**config.mk**
```make
export PLATFORM = sky130hd
export DESIGN_NAME = data_ram_arbiter_flat
export DESIGN_NICKNAME = d
export VERILOG_FILES = /design/src/rtl/data_ram_arbiter_if.sv /design/src/rtl/data_ram_arbiter.sv /design/src/flat_wrapper.sv
export SDC_FILE = /design/constraint.sdc
export NUM_CORES = 1
export LEC_CHECK = 0
export CORE_AREA = 2 2 117 119
export DETAILED_ROUTE_END_ITERATION = 10
export DIE_AREA = 0 0 119 121
export GPL_TIMING_DRIVEN = 0
export PLACE_DENSITY = 0.7
export SYNTH_ARGS = -nofsm -noshare
export SYNTH_HDL_FRONTEND = slang
export SYNTH_SLANG_ARGS = --single-unit
```
**constraint.sdc**
```tcl
create_clock -name clk -period 1.8 [get_ports clk]
set_clock_uncertainty 0.1 [all_clocks]
set_input_delay 0.27 -clock clk [delete_from_list [all_inputs] [get_ports clk]]
set_output_delay 0.27 -clock clk [all_outputs]
set_load 0.02 [all_outputs]
```
**src/rtl/data_ram_arbiter_if.sv**
```systemverilog
// Bus bundle between the two data-RAM masters, the arbiter and the single-port data RAM.
// The master modport is the environment side: both masters plus the RAM's read port.
interface data_ram_arbiter_if;
    logic        m0_req;
    logic        m0_we;
    logic [31:0] m0_addr;
    logic [31:0] m0_wdata;
    logic        m0_gnt;
    logic        m0_rvalid;
    logic [31:0] m0_rdata;

    logic        m1_req;
    logic        m1_we;
    logic        m1_lock;
    logic [31:0] m1_addr;
    logic [31:0] m1_wdata;
    logic        m1_gnt;
    logic        m1_rvalid;
    logic [31:0] m1_rdata;

    logic        ram_we;
    logic [31:0] ram_addr;
    logic [31:0] ram_din;
    logic [31:0] ram_dout;

    modport master (
        output m0_req, m0_we, m0_addr, m0_wdata,
        output m1_req, m1_we, m1_lock, m1_addr, m1_wdata,
        output ram_dout,
        input  m0_gnt, m0_rvalid, m0_rdata,
        input  m1_gnt, m1_rvalid, m1_rdata,
        input  ram_we, ram_addr, ram_din
    );

    modport slave (
        input  m0_req, m0_we, m0_addr, m0_wdata,
        input  m1_req, m1_we, m1_lock, m1_addr, m1_wdata,
        input  ram_dout,
        output m0_gnt, m0_rvalid, m0_rdata,
        output m1_gnt, m1_rvalid, m1_rdata,
        output ram_we, ram_addr, ram_din
    );
endinterface

```
**src/rtl/data_ram_arbiter.sv**
```systemverilog
// Round-robin arbiter sharing the data RAM between the MEM stage (m0) and the
// context-save engine (m1), with a bounded lock for m1 and a one-cycle read return.
module data_ram_arbiter #(
    parameter int MAX_LOCK = 4
) (
    input logic                clk,
    input logic                rst_n,
    data_ram_arbiter_if.slave  bus
);
    localparam int CNT_W = $clog2(MAX_LOCK + 1);
    localparam logic [CNT_W-1:0] LOCK_MAX = CNT_W'(MAX_LOCK);

    logic             last_gnt;
    logic             prev_m1;
    logic [CNT_W-1:0] lock_cnt;
    logic [1:0]       rd_pend;
    logic [31:0]      rdata_q;

    logic hold;
    logic gnt0;
    logic gnt1;
    logic rd0;
    logic rd1;

    // m1 keeps the RAM while it locks, bounded only when m0 is actually waiting.
    assign hold = bus.m1_req & bus.m1_lock & prev_m1 &
                  ((lock_cnt < LOCK_MAX) | ~bus.m0_req);

    always_comb begin
        gnt0 = 1'b0;
        gnt1 = 1'b0;
        if (rst_n) begin
            if (hold) begin
                gnt1 = 1'b1;
            end else if (bus.m0_req && bus.m1_req) begin
                gnt0 = last_gnt;
                gnt1 = ~last_gnt;
            end else if (bus.m0_req) begin
                gnt0 = 1'b1;
            end else if (bus.m1_req) begin
                gnt1 = 1'b1;
            end
        end
    end

    assign rd0 = gnt0 & ~bus.m0_we;
    assign rd1 = gnt1 & ~bus.m1_we;

    always_comb begin
        bus.ram_we   = 1'b0;
        bus.ram_addr = '0;
        bus.ram_din  = '0;
        if (gnt0) begin
            bus.ram_we   = bus.m0_we;
            bus.ram_addr = bus.m0_addr;
            bus.ram_din  = bus.m0_wdata;
        end else if (gnt1) begin
            bus.ram_we   = bus.m1_we;
            bus.ram_addr = bus.m1_addr;
            bus.ram_din  = bus.m1_wdata;
        end
    end

    always_ff @(posedge clk or negedge rst_n) begin
        if (!rst_n) begin
            last_gnt <= 1'b1;
            prev_m1  <= 1'b0;
            lock_cnt <= '0;
            rd_pend  <= 2'b00;
            rdata_q  <= '0;
        end else begin
            if (gnt0 | gnt1) begin
                last_gnt <= gnt1;
            end
            prev_m1 <= gnt1;
            if (!gnt1) begin
                lock_cnt <= '0;
            end else if (lock_cnt != LOCK_MAX) begin
                lock_cnt <= lock_cnt + 1'b1;
            end
            // ram_dout settles at the negedge of the grant cycle.
            rd_pend <= {rd1, rd0};
            if (rd0 | rd1) begin
                rdata_q <= bus.ram_dout;
            end
        end
    end

    assign bus.m0_gnt    = gnt0;
    assign bus.m1_gnt    = gnt1;
    assign bus.m0_rvalid = rd_pend[0];
    assign bus.m1_rvalid = rd_pend[1];
    assign bus.m0_rdata  = rdata_q;
    assign bus.m1_rdata  = rdata_q;
endmodule
```
**src/flat_wrapper.sv**
```systemverilog
// flat-port wrapper written by rule: the top's interface ports become plain ports
module data_ram_arbiter_flat 
#(
    parameter int MAX_LOCK = 4
)
  (clk, rst_n, bus_m0_req, bus_m0_we, bus_m0_addr, bus_m0_wdata, bus_m1_req, bus_m1_we, bus_m1_lock, bus_m1_addr, bus_m1_wdata, bus_ram_dout, bus_m0_gnt, bus_m0_rvalid, bus_m0_rdata, bus_m1_gnt, bus_m1_rvalid, bus_m1_rdata, bus_ram_we, bus_ram_addr, bus_ram_din);
  data_ram_arbiter_if bus_i ();
  input logic clk;
  input logic rst_n;
  input wire logic [$bits(bus_i.m0_req)-1:0] bus_m0_req;
  input wire logic [$bits(bus_i.m0_we)-1:0] bus_m0_we;
  input wire logic [$bits(bus_i.m0_addr)-1:0] bus_m0_addr;
  input wire logic [$bits(bus_i.m0_wdata)-1:0] bus_m0_wdata;
  input wire logic [$bits(bus_i.m1_req)-1:0] bus_m1_req;
  input wire logic [$bits(bus_i.m1_we)-1:0] bus_m1_we;
  input wire logic [$bits(bus_i.m1_lock)-1:0] bus_m1_lock;
  input wire logic [$bits(bus_i.m1_addr)-1:0] bus_m1_addr;
  input wire logic [$bits(bus_i.m1_wdata)-1:0] bus_m1_wdata;
  input wire logic [$bits(bus_i.ram_dout)-1:0] bus_ram_dout;
  output wire logic [$bits(bus_i.m0_gnt)-1:0] bus_m0_gnt;
  output wire logic [$bits(bus_i.m0_rvalid)-1:0] bus_m0_rvalid;
  output wire logic [$bits(bus_i.m0_rdata)-1:0] bus_m0_rdata;
  output wire logic [$bits(bus_i.m1_gnt)-1:0] bus_m1_gnt;
  output wire logic [$bits(bus_i.m1_rvalid)-1:0] bus_m1_rvalid;
  output wire logic [$bits(bus_i.m1_rdata)-1:0] bus_m1_rdata;
  output wire logic [$bits(bus_i.ram_we)-1:0] bus_ram_we;
  output wire logic [$bits(bus_i.ram_addr)-1:0] bus_ram_addr;
  output wire logic [$bits(bus_i.ram_din)-1:0] bus_ram_din;
  assign bus_i.m0_req = bus_m0_req;
  assign bus_i.m0_we = bus_m0_we;
  assign bus_i.m0_addr = bus_m0_addr;
  assign bus_i.m0_wdata = bus_m0_wdata;
  assign bus_i.m1_req = bus_m1_req;
  assign bus_i.m1_we = bus_m1_we;
  assign bus_i.m1_lock = bus_m1_lock;
  assign bus_i.m1_addr = bus_m1_addr;
  assign bus_i.m1_wdata = bus_m1_wdata;
  assign bus_i.ram_dout = bus_ram_dout;
  assign bus_m0_gnt = bus_i.m0_gnt;
  assign bus_m0_rvalid = bus_i.m0_rvalid;
  assign bus_m0_rdata = bus_i.m0_rdata;
  assign bus_m1_gnt = bus_i.m1_gnt;
  assign bus_m1_rvalid = bus_i.m1_rvalid;
  assign bus_m1_rdata = bus_i.m1_rdata;
  assign bus_ram_we = bus_i.ram_we;
  assign bus_ram_addr = bus_i.ram_addr;
  assign bus_ram_din = bus_i.ram_din;
  data_ram_arbiter #(.MAX_LOCK(MAX_LOCK)) u_core (.clk(clk), .rst_n(rst_n), .bus(bus_i));
endmodule
```
# Yosys cells after proc, flatten, opt, wreduce, memory -nomap -nowiden
# Cells that the tools add are included.
# op_classes
bitwise	12
order_cmp	1
n_addsub	1
n_reduce_logical	1
eq_ne	2
muxes	17
# ops
op	count
2-to-1 mux 32 bit	4
2-to-1 mux 1 bit	11
2-to-1 mux 3 bit	2
bitwise AND 1 bit	5
NOT 1 bit	4
adder 3 x 1 -> 3 bit, second input constant	1
less-than comparator 3 bit, second input constant	1
inequality test 3 bit, second input constant	1
bitwise OR 1 bit	3
inequality test 2 bit, second input constant	1
logical AND 1 bit	1
# word_totals
elab_cells	39
in_bits	167
output_inout_bits	133
regBits	39

# Depth between registers and ports, before layout
# Gate-level depths: netlist (run 1).
# depth
word_depth	7
ltp_mapped	6
mapped_depth_nobuf	5

# Worst setup path after synthesis (run 1)
# No wires, ideal clock.
# synth_timing
kind	register to output
startpoint	register u_core.lock_cnt[2]
endpoint	output port bus_ram_din[22]
path_slack_ps	-206
required_ps	1430
stages_incl_launch_ff	6
arrival_time_ps	1636
path_buffers	1
path_cell_list	dfrtp_1 -> and3b_1 -> o211ai_2 -> inv_2 -> clkbuf_1 -> a22o_1
# synth_via
elab_chain_len	7
elab_cells_between_ends	9
classes_between	1 x order compare; 6 x mux; 2 x bitwise
# synth_lines
item	line	source
start, declared	data_ram_arbiter.sv:15	logic [CNT_W-1:0] lock_cnt;
start signal, assigned	data_ram_arbiter.sv:79	lock_cnt <= lock_cnt + 1'b1;
less-than comparator 3 bit	data_ram_arbiter.sv:27	((lock_cnt < LOCK_MAX) | ~bus.m0_req);
bitwise OR 1 bit	data_ram_arbiter.sv:27	
bitwise AND 1 bit	data_ram_arbiter.sv:26	assign hold = bus.m1_req & bus.m1_lock & prev_m1 &
2-to-1 mux 1 bit	data_ram_arbiter.sv:33	if (hold) begin
2-to-1 mux 1 bit	data_ram_arbiter.sv:32	if (rst_n) begin
via bus_m1_gnt	flat_wrapper.sv:23	output wire logic [$bits(bus_i.m1_gnt)-1:0] bus_m1_gnt;
2-to-1 mux 32 bit	data_ram_arbiter.sv:57	end else if (gnt1) begin
2-to-1 mux 32 bit	data_ram_arbiter.sv:53	if (gnt0) begin
end, declared	flat_wrapper.sv:28	output wire logic [$bits(bus_i.ram_din)-1:0] bus_ram_din;
# The timed path passes the listed nets, and every way through them passes these cells.

# Final worst setup path (run 1)
# layout_timing
startpoint	register u_core.last_gnt
endpoint	output port bus_ram_din[6]
# layout_via
elab_chain_len	6
elab_cells_between_ends	9
classes_between	8 x mux; 1 x bitwise
# layout_lines
item	line	source
start, declared	data_ram_arbiter.sv:13	logic last_gnt;
start signal, assigned	data_ram_arbiter.sv:73	last_gnt <= gnt1;
NOT 1 bit	data_ram_arbiter.sv:37	gnt1 = ~last_gnt;
2-to-1 mux 1 bit	data_ram_arbiter.sv:35	end else if (bus.m0_req && bus.m1_req) begin
2-to-1 mux 1 bit	data_ram_arbiter.sv:33	
2-to-1 mux 1 bit	data_ram_arbiter.sv:32	
2-to-1 mux 32 bit	data_ram_arbiter.sv:57	
2-to-1 mux 32 bit (*)	data_ram_arbiter.sv:53	
# Mark *: on every way between the ends. The rest lies on a longest branch, timed or not.

==> results of run 1 <==
-- metal layers --
metal	global-route usage [%]	vias to the layer above
met5	0	-
met1	21.98	1495
met4	2.827	0
met2	28.66	150
met3	4.229	10
li1	-	1450
-- critical path: cells and delay by family, from the launching register on --
kind            cells  cell delay (ns)
buf+inv             4             0.50
compound gates      2             0.46
simple gates        1             0.07
flops               1             0.55
-- cell usage after synthesis --
library cell / number / area (sq um)
inv_1: 3 / 11.26
buf_2: 11 / 55.05
o21ai_0: 2 / 10.01
mux2_1: 30 / 337.8
mux2_2: 2 / 22.52
dfrtp_1: 38 / 950.9
and4b_1: 1 / 10.01
buf_6: 3 / 33.78
ha_1: 2 / 25.02
inv_2: 1 / 3.750
buf_4: 32 / 240.2
dfstp_2: 1 / 26.28
a21oi_1: 1 / 5.000
o211ai_2: 1 / 12.51
a22o_1: 64 / 560.5
and3b_1: 1 / 8.760
nand2_1: 7 / 26.28
a21oi_4: 1 / 16.27
nor3_1: 2 / 10.01
nor2b_1: 1 / 6.260
xnor2_1: 1 / 8.760
clkbuf_1: 3 / 11.26
nand3_1: 1 / 5.000
nor4_2: 1 / 12.51
nor2_1: 4 / 15.01
-- worst paths after layout --
path / endpoint / slack [ns] / depth (start not counted) / from
min in group asynchronous: u_core.last_gnt$_DFFE_PN1P_ / 0.57 / 2 / rst_n
worst max register to register: u_core.bus.m0_rdata[26]$_DFFE_PN0P_ / -0.36 / 10 / u_core.last_gnt$_DFFE_PN1P_
max in group asynchronous: u_core.lock_cnt[2]$_DFFE_PN0P_ / 0.80 / 3 / rst_n
worst max-delay path: bus_ram_din[6] / -0.44 / 7 / u_core.last_gnt$_DFFE_PN1P_
worst min-delay path: u_core.rd_pend[0]$_DFF_PN0_ / 0.25 / 3 / rst_n
worst min register to register: u_core.last_gnt$_DFFE_PN1P_ / 0.41 / 2 / u_core.last_gnt$_DFFE_PN1P_
-- kinds of logic (layout without fill, tap and decap cells) --
group | Yosys count | after routing | synth area share, %
and+or+nand+nor | 18 | 18 | 3.870
buffers and inverters | 53 | 391 | 14.65
muxes | 32 | 32 | 14.86
AOI/OAI and AO/OA | 69 | 69 | 24.92
xor gates and xnor gates | 1 | 1 | 0.3613
adders and majority gates | 2 | 2 | 1.032
DFF | 39 | 39 | 40.30
-- placed cells by master, fill, tap and decap left out, drive strengths merged, types with 2 or more instances in the layout --
cell	n
nor2	4
clkbuf	8
nor3	2
inv	4
ha	2
nand2	7
a21oi	2
buf	144
clkdlybuf4s50	226
dfrtp	38
dlygate4sd2	2
mux2	32
o21ai	2
a22o	64
dlymetal6s2s	3
-- stage by stage --
stage	hold WS [ns]	cell area, sq um	cells	TNS, ns	total power (uW)
3_3_place_gp	0.3756	5863	689	-279.46	4068
3_5_place_dp	0.3641	5858	689	-137.67	4108
4_1_cts	0.2956	6751	731	-37.78	5387
2_1_floorplan	-0.1256	2650	214	-7.246	2625
5_1_grt	0.2546	6711	728	-42.32	5521
6_report	0.2517	6711	728	-35.61	5305
-- state kept, by name, indices dropped and copies added, names as in the netlist --
signal / count
u_core.rd_pend: 2
u_core.last_gnt: 1
u_core.bus.m0_rdata: 32
u_core.prev_m1: 1
u_core.lock_cnt: 3
-- report_power, final --
part / switching, uW / internal, uW / leakage (uW)
Clock: 325 / 645 / 0.0000759
Sequential: 167 / 1070 / 0.000468
Combinational: 1230 / 1870 / 0.00252
-- final cells by class --
class | count | area (sq um)
clock inverter | 2 | 37.54
clock buffer | 5 | 125.1
inverter | 4 | 17.52
multi-input combinational | 122 | 1348
tap | 176 | 220.2
sequential | 39 | 977.2
buffer | 47 | 460.4
fill | 1165 | 6374
timing repair buffer | 333 | 3526
-- repair_timing --
action,4_1_cts,5_1_grt
gates cloned,10,0
hold endpoints to repair,38,0
gates resized for setup,468,13
pin swaps,13,14
setup endpoints to repair,100,101
buffers inserted,23,2
hold buffers,2,0
==> impl_metrics.py, run 1 <==
metrics = {
    "power": {
        "p_leak_uw": 0.003068,
        "powerDensity_nw_per_um2": 790.5,
        "ir_worst_vdd_uv": 355.0,
    },
    "critical_path": {
        "worstSetupStartpointType": "flip-flop",
        "cpPeakStageDelay_ns": 0.55,
        "worstPathCellList": "nand2_2, o211ai_4, inv_4, buf_8, buf_6, a22o_1, buf_6",
        "worst-endpoint-required_ns": 1.43,
        "path_class": "reg2out",
        "cp_max_fo": 10,
        "end_kind": "primary output",
        "worstPathArrival_ns": 1.87,
        "worst_path_max_delay_cell": "dfstp_2",
        "path_common_cell": "buf_6",
    },
    "clocking": {
        "cts_root_buffer": "clkbuf_16",
        "clkTransAtPathRegs_ns": 0.06,
        "numCtsBuffers": 5,
        "cts_tree": "built",
        "clock-sinks": 39,
        "cts_max_path_buffers": 2,
        "clock_latency_ns": 0.27,
        "htree_levels": 2,
    },
    "sta": {
        "worst_pin_slew_ns": 0.4340,
        "finalCritPeriodShare_pct": 124.3,
        "setup_viol": 99,
        "layout_min_cycle_time_ns": 2.237,
        "max_freq_mhz": 447.0,
        "rsz0062_at_grt": "yes",
        "slew_violations": 0,
        "finalHoldViolations": 0,
        "setup_ws_ns": -0.4370,
        "slew_headroom_pct": 70.83,
    },
    "synth": {
        "synth_seq_cells": 39,
        "ys_seq_area_share_pct": 40.30,
        "synth_nets": 383,
        "yosys.cell_types.count": 25,
        "synth.cell_area_sq_um": 2425,
        "avgSynthCellArea_sq_um": 11.33,
        "synth_cells": 214,
        "ys_warn_count": 0,
    },
    "placed_design": {
        "gp_congestion": 0.8679,
        "pre_cts_slack_ns": -1.799,
        "numPortBuffers": 299,
        "dpl.hpwl_um": 10380,
    },
    "die": {
        "row_count": 42,
        "die_area_sq_um": 14400,
        "fp.dieH_um": 121,
        "initial_core_util_pct": 18.53,
        "core_sq_um": 13090,
        "ios": 300,
        "die_w_um": 119,
    },
    "finish": {
        "drive_above_1_share_pct": 38.04,
        "n_antenna_cell": 0,
        "finish.utilization_pct": 51.29,
        "nets": 721,
        "area_growth_pct": 176.8,
    },
    "global_route": {
        "grt_pass1_vias": 3303,
        "grt-ovfl-total": 0,
        "grt_pass1_wl_um": 18900,
        "antenna_found_initial": 0,
        "grt_max_degree": 39,
        "gr-usage-all-layers_pct": 16.87,
    },
    "detailed_routing": {
        "wl_met2_um": 6668,
        "dr.max_layer_used": "met4",
        "drc": 0,
        "drt_pre_antenna_iters": 5,
        "first_iter_violations": 156,
        "vias_per_cell": 4.265,
        "vias": 3105,
        "routedWlPerCell_um": 18.02,
        "met3WireLength_um": 854,
        "wl_um": 13120,
        "ant_nets": 0,
        "met1_length_um": 5476,
    },
    "outcome": {
        "failed_checks": "setup timing",
        "status": "finished, violations left",
    },
    "run": {
        "maxCapViolCount": 0,
    },
    "min_path": {
        "worstHoldPathType": "in2reg",
    },
}
No activity file was read; power rests on OpenSTA's default activity.
==> run 2: changes to the inputs <==
- CELL_PAD_IN_SITES_DETAIL_PLACEMENT: unset -> 0
- CELL_PAD_IN_SITES_GLOBAL_PLACEMENT: unset -> 1
- CORE_AREA: 2 2 117 119 -> unset
- CORE_UTILIZATION: unset -> 15
- DIE_AREA: 0 0 119 121 -> unset
- PLACE_DENSITY: 0.7 -> 0.82
==> impl_metrics.py, run 2 (synthesized netlist as in run 1, its figures left out) <==
metrics = {
    "clocking": {
        "numCtsBuffers": 5,
        "cts_max_path_buffers": 2,
        "clock_latency_ns": 0.28,
        "clkTransAtPathRegs_ns": 0.06,
        "cts_root_buffer": "clkbuf_16",
        "htree_levels": 2,
        "clock-sinks": 39,
        "cts_tree": "built",
    },
    "finish": {
        "drive_above_1_share_pct": 37.86,
        "fillers": 1502,
        "largest_reg_flops": 32,
        "mostFrequentLayoutCells": "clkdlybuf4s50_1 (220), buf_6 (71), a22o_1 (50), buf_4 (44), dfrtp_1 (38)",
        "nets": 720,
        "n_antenna_cell": 0,
        "fin_area_sq_um": 6754,
        "final_common_cell": "clkdlybuf4s50_1",
        "area_growth_pct": 178.5,
    },
    "global_route": {
        "antenna_found_initial": 0,
        "gr-usage-all-layers_pct": 13.98,
        "grt-ovfl-total": 0,
        "grt_pass1_wl_um": 17770,
        "grt_pass1_vias": 3113,
        "grt_max_degree": 21,
    },
    "outcome": {
        "status": "finished, violations left",
        "failed_checks": "setup timing",
    },
    "die": {
        "die_w_um": 129.1,
        "die_area_sq_um": 16680,
        "core_sq_um": 15830,
        "initial_core_util_pct": 15.32,
        "ios": 300,
        "row_count": 46,
        "fp.dieH_um": 129.1,
    },
    "critical_path": {
        "worst-endpoint-required_ns": 1.43,
        "cp_max_fo": 10,
        "worstSetupStartpointType": "flip-flop",
        "end_kind": "primary output",
        "path_class": "reg2out",
        "worstPathArrival_ns": 1.85,
    },
    "placed_design": {
        "numPortBuffers": 299,
        "pre_cts_slack_ns": -1.597,
        "gp_congestion": 0.7248,
        "dpl.hpwl_um": 10020,
        "place_area_sq_um": 5936,
    },
    "power": {
        "combPwrFrac_pct": 59.4,
        "ir_worst_vdd_uv": 343.5,
        "power_frac_seq_pct": 24.1,
        "power.switching_uw": 1728,
        "power_uw": 5162,
        "p_leak_uw": 0.003116,
        "powerDensity_nw_per_um2": 764.2,
        "p_sw_share_pct": 33.47,
        "p_clk_share_pct": 16.6,
        "p_int_uw": 3434,
    },
    "detailed_routing": {
        "routedWlPerCell_um": 16.64,
        "vias": 3056,
        "ant_nets": 0,
        "first_iter_violations": 91,
        "drc": 0,
        "wl_um": 12780,
        "drt_pre_antenna_iters": 4,
        "vias_per_cell": 3.979,
    },
    "run": {
        "maxCapViolCount": 0,
    },
    "sta": {
        "slew_violations": 0,
        "finalSetupTns_ns": -33.09,
        "hold_ws_ns": 0.3588,
        "finalCritPeriodShare_pct": 123.4,
        "worst_pin_slew_ns": 0.9596,
        "layout_min_cycle_time_ns": 2.220,
        "setup_viol": 99,
        "finalHoldViolations": 0,
        "max_freq_mhz": 450.4,
        "setup_ws_ns": -0.4204,
        "slew_headroom_pct": 35.82,
        "rsz0062_at_grt": "yes",
    },
    "min_path": {
        "worstHoldPathType": "in2reg",
    },
}
==> run 2: worst paths after layout <==
| path | start | slack (ns) | endpoint | cells past startpoint |
|---|---|---|---|---|
| worst max-delay path | u_core.last_gnt$_DFFE_PN1P_ | -0.42 | bus_ram_addr[10] | 7 |
| worst min-delay path | rst_n | 0.36 | u_core.rd_pend[0]$_DFF_PN0_ | 4 |
| worst max register to register | u_core.last_gnt$_DFFE_PN1P_ | -0.28 | u_core.bus.m0_rdata[20]$_DFFE_PN0P_ | 9 |
| worst min register to register | u_core.last_gnt$_DFFE_PN1P_ | 0.41 | u_core.last_gnt$_DFFE_PN1P_ | 2 |
| max in group asynchronous | rst_n | 0.30 | u_core.rd_pend[0]$_DFF_PN0_ | 3 |
| min in group asynchronous | rst_n | 0.54 | u_core.bus.m0_rdata[14]$_DFFE_PN0P_ | 2 |
==> run 2: final cells by class <==
| type | count | area, sq um | area share (%) |
|---|---|---|---|
| Buffer | 48 | 484.2 | 7.169 |
| Multi-Input combinational cell | 122 | 1359 | 20.12 |
| Timing Repair Buffer | 331 | 3507 | 51.93 |
| Inverter | 4 | 15.01 | 0.2223 |
| Clock inverter | 2 | 12.51 | 0.1853 |
| Tap cell | 216 | 270.3 | 4.001 |
| Sequential cell | 39 | 977.2 | 14.47 |
| Clock buffer | 6 | 128.9 | 1.908 |
==> run 2: metal layers <==
metal / vias to the layer above / wire [um] / GRT usage [%]
li1: 1443 / - / -
met1: 1497 / 5280 / 17.39
met2: 112 / 6554 / 23.85
met3: 4 / 881 / 4.129
met4: 0 / 60 / 2.907
met5: - / 0 / 0
==> run 2: power by group through the flow <==
stage / clock, uW / sequential [uW] / combinational (uW)
floorplan: 0 / 1450 / 1180
global placement: 0 / 1240 / 2830
detailed placement: 0 / 1260 / 2850
CTS: 890 / 1250 / 3030
global route: 936 / 1270 / 3210
finish: 855 / 1240 / 3060
==> run 2: timing repair <==
item | CTS | global route
setup buffers | 17 | 2
gates resized for setup | 418 | 56
gates cloned | 7 | 2
pin swaps | 33 | 20
setup endpoints to repair | 99 | 108
hold buffers | 3 | 0
hold endpoints to repair | 38 | 0
==> run 2: worst max-delay path, cell delays in order, from the launching register on <==
cell and delay (ns):
dfstp_2 0.54, nand2_2 0.06, o211ai_4 0.19, inv_2 0.08
buf_8 0.15, buf_8 0.14, a22o_4 0.26, buf_6 0.13
==> run 2: metrics by stage <==
step	util, %	cells
2_1_floorplan	-	214
3_3_place_gp	37.36	729
3_5_place_dp	37.50	730
4_1_cts	41.19	765
5_1_grt	42.67	768
6_report	42.67	768
